===== src/rtl/wb_pkg.sv =====
// Shared encodings for the writeback unit: writeback-source select, load funct3, FSM states.
package wb_pkg;

  localparam logic [1:0] WB_SEL_ALU  = 2'b00;
  localparam logic [1:0] WB_SEL_MEM  = 2'b01;
  localparam logic [1:0] WB_SEL_LINK = 2'b10;
  localparam logic [1:0] WB_SEL_IMM  = 2'b11;

  localparam logic [2:0] LD_B  = 3'b000;
  localparam logic [2:0] LD_H  = 3'b001;
  localparam logic [2:0] LD_W  = 3'b010;
  localparam logic [2:0] LD_BU = 3'b100;
  localparam logic [2:0] LD_HU = 3'b101;

  typedef enum logic {
    IDLE     = 1'b0,
    WAIT_MEM = 1'b1
  } wb_state_t;

endpackage


===== src/rtl/wb_load_align.sv =====
// Combinational load-data extraction: selects the byte/half lane from an aligned
// memory word and sign- or zero-extends it to XLEN.
module wb_load_align
  import wb_pkg::*;
#(
  parameter int unsigned XLEN = 32
) (
  input  logic [XLEN-1:0] rdata,
  input  logic [2:0]      funct3,
  input  logic [1:0]      addr_lo,
  output logic [XLEN-1:0] data
);

  logic [7:0]  byte_lane;
  logic [15:0] half_lane;

  always_comb begin
    byte_lane = '0;
    case (addr_lo)
      2'd0: byte_lane = rdata[7:0];
      2'd1: byte_lane = rdata[15:8];
      2'd2: byte_lane = rdata[23:16];
      2'd3: byte_lane = rdata[31:24];
      default: byte_lane = '0;
    endcase
    half_lane = addr_lo[1] ? rdata[31:16] : rdata[15:0];
  end

  always_comb begin
    data = rdata;
    case (funct3)
      LD_B:  data = {{(XLEN-8){byte_lane[7]}}, byte_lane};
      LD_H:  data = {{(XLEN-16){half_lane[15]}}, half_lane};
      LD_BU: data = {{(XLEN-8){1'b0}}, byte_lane};
      LD_HU: data = {{(XLEN-16){1'b0}}, half_lane};
      default: data = rdata;
    endcase
  end

endmodule


===== src/rtl/wb_writeback_unit.sv =====
// Writeback unit: forms the register-file write port from ALU/IMM/LINK values or
// aligned load data. Optional forwarding outputs under `WB_BYPASS_EN.
module wb_writeback_unit
  import wb_pkg::*;
#(
  parameter int unsigned XLEN   = 32,
  parameter int unsigned REG_AW = 5
) (
  input  logic              clk,
  input  logic              rst,
  input  logic              in_valid,
  output logic              in_ready,
  input  logic [REG_AW-1:0] in_rd,
  input  logic [1:0]        in_wb_sel,
  input  logic [XLEN-1:0]   in_alu_res,
  input  logic [XLEN-1:0]   in_imm,
  input  logic [XLEN-1:0]   in_pc,
  input  logic [2:0]        in_funct3,
  input  logic              mem_rvalid,
  input  logic [XLEN-1:0]   mem_rdata,
`ifdef WB_BYPASS_EN
  output logic              byp_valid,
  output logic [REG_AW-1:0] byp_rd,
  output logic [XLEN-1:0]   byp_data,
`endif
  output logic              rf_we,
  output logic [REG_AW-1:0] rf_waddr,
  output logic [XLEN-1:0]   rf_wdata
);

  wb_state_t         state, state_n;
  logic              accept;
  logic [REG_AW-1:0] ld_rd;
  logic [2:0]        ld_funct3;
  logic [1:0]        ld_addr_lo;
  logic [XLEN-1:0]   ld_data;
  logic [XLEN-1:0]   pc_next;
  logic              wr_en;
  logic [REG_AW-1:0] wr_addr;
  logic [XLEN-1:0]   wr_data;

  assign in_ready = (state == IDLE);
  assign accept   = in_valid & in_ready;
  assign pc_next  = in_pc + XLEN'(1);

  wb_load_align #(.XLEN(XLEN)) u_align (
    .rdata   (mem_rdata),
    .funct3  (ld_funct3),
    .addr_lo (ld_addr_lo),
    .data    (ld_data)
  );

  always_ff @(posedge clk) begin
    if (rst) begin
      state <= IDLE;
    end else begin
      state <= state_n;
    end
  end

  // wr_* is the value presented at the next edge; rd==0 only masks the enable.
  always_comb begin
    state_n = state;
    wr_en   = 1'b0;
    wr_addr = '0;
    wr_data = '0;
    case (state)
      IDLE: begin
        if (accept) begin
          if (in_wb_sel == WB_SEL_MEM) begin
            state_n = WAIT_MEM;
          end else begin
            wr_en   = (in_rd != '0);
            wr_addr = in_rd;
            case (in_wb_sel)
              WB_SEL_IMM:  wr_data = in_imm;
              WB_SEL_LINK: wr_data = {pc_next[XLEN-3:0], 2'b00};
              default:     wr_data = in_alu_res;
            endcase
          end
        end
      end
      WAIT_MEM: begin
        if (mem_rvalid) begin
          state_n = IDLE;
          wr_en   = (ld_rd != '0);
          wr_addr = ld_rd;
          wr_data = ld_data;
        end
      end
      default: state_n = IDLE;
    endcase
  end

  always_ff @(posedge clk) begin
    if (rst) begin
      ld_rd      <= '0;
      ld_funct3  <= '0;
      ld_addr_lo <= '0;
    end else if (accept && in_wb_sel == WB_SEL_MEM) begin
      ld_rd      <= in_rd;
      ld_funct3  <= in_funct3;
      ld_addr_lo <= in_alu_res[1:0];
    end
  end

  always_ff @(posedge clk) begin
    if (rst) begin
      rf_we    <= 1'b0;
      rf_waddr <= '0;
      rf_wdata <= '0;
    end else begin
      rf_we <= wr_en;
      if (wr_en) begin
        rf_waddr <= wr_addr;
        rf_wdata <= wr_data;
      end
    end
  end

`ifdef WB_BYPASS_EN
  assign byp_valid = wr_en;
  assign byp_rd    = wr_addr;
  assign byp_data  = wr_data;
`endif

endmodule


===== config.mk =====
export PLATFORM = sky130hd
export DESIGN_NAME = wb_writeback_unit
export DESIGN_NICKNAME = d
export VERILOG_FILES = /design/src/rtl/wb_pkg.sv /design/src/rtl/wb_load_align.sv /design/src/rtl/wb_writeback_unit.sv
export SDC_FILE = /design/constraint.sdc
export NUM_CORES = 1
export LEC_CHECK = 0
export CAP_MARGIN = 25
export CORE_MARGIN = 8
export CORE_UTILIZATION = 45
export CTS_CLUSTER_DIAMETER = 200
export DETAILED_ROUTE_END_ITERATION = 10
export PLACE_DENSITY = 0.84
export REMOVE_ABC_BUFFERS = 1
export SYNTH_ARGS = -nofsm -noshare
export SYNTH_HDL_FRONTEND = slang
export SYNTH_SLANG_ARGS = --single-unit

===== constraint.sdc =====
create_clock -name clk -period 7.1 [get_ports clk]
set_input_delay 1.775 -clock clk [delete_from_list [all_inputs] [get_ports clk]]
set_output_delay 1.775 -clock clk [all_outputs]
set_load 0.02 [all_outputs]

==> flow_metrics.env <==
export IMPL_yosysSeqAreaShare_pct=25.3
export IMPL_areaGrowthSynthToFinish_pct=49.0
export IMPL_clk_pin_slew_ns=0.10
export IMPL_yosys_area_top_type_share_pct=25.3
export IMPL_arrival_ns=4.61
export IMPL_postSynthAreaPerCell_um2=7.22
export IMPL_route_detailed_drc=0
export IMPL_routabilityCongestion=0.917
export IMPL_synth_seq_cells=49
export IMPL_cts_hold_buf=0
export IMPL_holdCritPathClass="reg2reg"
export IMPL_post_cts_buffers=0
export IMPL_grt_pass1_wl_mm=26.3
export IMPL_antenna_cells=0
export IMPL_firstDrtPassIters=8
export IMPL_vdd_drop_max_uv=76.1
export IMPL_cts_root_buf="clkbuf_8"
export IMPL_netlist_area_um2=3880
export IMPL_grt_ovfl_total=0
export IMPL_final_cells=796
export IMPL_intPower_w=0.000510
export IMPL_cts_resized=0
export IMPL_period_minus_slack_ns=4.39
export IMPL_pin_count=181
export IMPL_drv_slew=0
export IMPL_async_reset_ff_share_pct=0
export IMPL_powerDensity_nw_per_um2=134
export IMPL_setup_viol=0
export IMPL_seqPwrFrac_pct=40.0
export IMPL_fin_area_um2=5780
export IMPL_status="completed"
export IMPL_die_w_um=109
export IMPL_switching_power_w=0.000262
export IMPL_synth_edf_count=0
export IMPL_worst_pin_slew_ns=0.961
export IMPL_yosys_top_cells_area="dfxtp_1 (25%), nand2_1 (6.3%), o21ai_0 (5.3%)"
export IMPL_comb_power_share_pct=37.6
export IMPL_grt_max_degree=37
export IMPL_cts_tree="built"
export IMPL_place_hpwl_mm=13.2
export IMPL_post_route_period_util_pct=61.9
export IMPL_cp_end_kind="flop"
export IMPL_whs_path_depth=2
export IMPL_ant_nets=0
export IMPL_avgViaCountPerCell=6.39
export IMPL_cp_max_fo=21
export IMPL_hold_violations=0
export IMPL_clk_path_buf_depth=2
export IMPL_htree_levels=2
export IMPL_clock_latency_ns=0.31
export IMPL_layout_nets=830
export IMPL_synth_ff_type="dfxtp_1"
export IMPL_post_place_cells=788
export IMPL_rsz0062_at_grt="no"
export IMPL_timing_setup_critical_path_class="in2reg"
export IMPL_cap_violations=0
export IMPL_power_leakage_nw=1.94
export IMPL_switching_share_pct=34.0
export IMPL_crit_path_start_kind="primary input"
export IMPL_grt_pass1_vias=5068
export IMPL_pwr_share_clk_pct=22.5
export IMPL_netlist_cell_type_count=70
export IMPL_antenna_found_initial=0
export IMPL_synth_top_cell_by_area="dfxtp_1"
export IMPL_die_y_um=109
export IMPL_std_cell_rows=34
export IMPL_route_vias_total=5089
export IMPL_dieArea_um2=11800
export IMPL_clock_skew_ns=0.00418
export IMPL_drtIter0Drc=416
export IMPL_clock_sinks=49
export IMPL_rr_worst_depth=5
export IMPL_fin_setup_tns_ns=0
export IMPL_max_freq_mhz=228
export IMPL_grt_total_usage_pct=28.0
export IMPL_slew_limit_headroom_pct=35.9
export IMPL_placed_area_um2=5690
export IMPL_portBuffers=178
export IMPL_synthCells=537
export IMPL_start_util_pct=45.4
export IMPL_required_ns=7.32
export IMPL_core_um2=8550
export IMPL_wirelength_mm=17.3
export IMPL_final_util_pct=67.6
export IMPL_drive_gt1_share_pct=5.67
export IMPL_wl_per_cell_um=21.7
export IMPL_ys_warn_count=0
export IMPL_cts_made_buffers=5
==> synthesized netlist by cell type (6+ instances only) <==
library cell,number
nand2_1,65
nor2_1,52
dfxtp_1,49
o21ai_0,41
a21oi_1,39
clkbuf_1,33
nor3_1,16
a22oi_1,13
inv_1,13
nor2b_1,13
nand3_1,12
nand4_1,12
mux2_2,11
a221oi_1,10
nand2b_1,10
mux2i_1,8
nor4_1,8
o221ai_1,8
a22o_1,7
a311oi_1,6
o211ai_1,6
or4_1,6
xnor2_1,6
==> worst paths after layout <==
path	startpoint	endpoint	slack (ns)
max	in_wb_sel[1]	rf_wdata[19]$_SDFFE_PP0P_	2.71
min	ld_rd[3]$_SDFFE_PP0P_	ld_rd[3]$_SDFFE_PP0P_	0.48
max reg2reg	ld_addr_lo[1]$_SDFFE_PP0P_	rf_wdata[12]$_SDFFE_PP0P_	4.39
min reg2reg	ld_rd[3]$_SDFFE_PP0P_	ld_rd[3]$_SDFFE_PP0P_	0.48
==> state kept, by name, summed over array words and instances (netlist names) <==
register / cells
ld_addr_lo: 2
ld_funct3: 3
ld_rd: 5
rf_waddr: 5
rf_wdata: 32
rf_we: 1
state: 1
==> worst max-delay path, cell delays in order <==
cell and delay, ns:
clkdlybuf4s50_1 1.05, and2_0 0.63, buf_4 0.38, a22oi_1 0.16
a21oi_1 0.20, o21ai_0 0.13, a311oi_1 0.26
==> routing by layer <==
metal / up-vias / wire length, um / GRT usage [%]
met1: 2381 / 6960 / 35.3
met2: 324 / 7990 / 46.6
met5: - / 0 / 0
li1: 2337 / - / -
met3: 47 / 1740 / 4.91
met4: 0 / 591 / 10.5
==> through the flow <==
step | worst slack, ns | hold WS, ns | total power (W)
3_5_place_dp | 2.42 | 0.468 | 0.000599
2_1_floorplan | 2.96 | 0.442 | 0.000428
5_1_grt | 2.60 | 0.507 | 0.000804
3_3_place_gp | 2.48 | 0.457 | 0.000595
4_1_cts | 2.73 | 0.481 | 0.000768
6_report | 2.71 | 0.483 | 0.000773
==> cell type report <==
class / instances / area, um^2
flip-flops and latches: 49 / 981
inverters: 14 / 52.6
well taps: 108 / 135
clock inverters: 3 / 22.5
multi-input cells: 432 / 2690
fillers: 761 / 2770
clock buffers: 5 / 68.8
repair buffers: 185 / 1830
==> cells in the final DEF (no fill, tap or decap), types with 5 or more instances in the layout <==
| cell type | instances |
|---|---|
| a2111oi_0 | 5 |
| a211oi_1 | 5 |
| a21oi_1 | 39 |
| a221oi_1 | 10 |
| a222oi_1 | 5 |
| a22o_1 | 7 |
| a22oi_1 | 13 |
| a311oi_1 | 6 |
| buf_4 | 7 |
| clkbuf_8 | 5 |
| clkdlybuf4s50_1 | 178 |
| dfxtp_1 | 49 |
| inv_1 | 13 |
| mux2_2 | 11 |
| mux2i_1 | 8 |
| nand2_1 | 65 |
| nand2b_1 | 10 |
| nand3_1 | 12 |
| nand4_1 | 12 |
| nor2_1 | 50 |
| nor2b_1 | 13 |
| nor3_1 | 16 |
| nor4_1 | 8 |
| o211ai_1 | 6 |
| o21ai_0 | 41 |
| o221ai_1 | 8 |
| or3_1 | 5 |
| or4_1 | 6 |
| xnor2_1 | 6 |
==> kinds of logic (layout without fill, tap and decap cells) <==
group	count (synthesis)	count (layout)	share of synthesized area, %
adders and majority gates	1	1	0.323
AOI/OAI and AO/OA	182	182	32.2
and+or+nand+nor	218	218	28.1
DFF	49	49	25.3
muxes	21	21	6.13
buffers and inverters	56	207	5.77
xor gates and xnor gates	10	10	2.26
==> power groups by stage <==
stage | clock network [W] | logic, W | registers (W)
4_1_cts | 0.000173 | 0.000287 | 0.000308
5_1_grt | 0.000185 | 0.000308 | 0.000311
6_report | 0.000174 | 0.000290 | 0.000309
3_5_place_dp | 0 | 0.000285 | 0.000314
2_1_floorplan | 0 | 0.0000959 | 0.000332
3_3_place_gp | 0 | 0.000281 | 0.000314
Power figures use the tool's default switching activity.
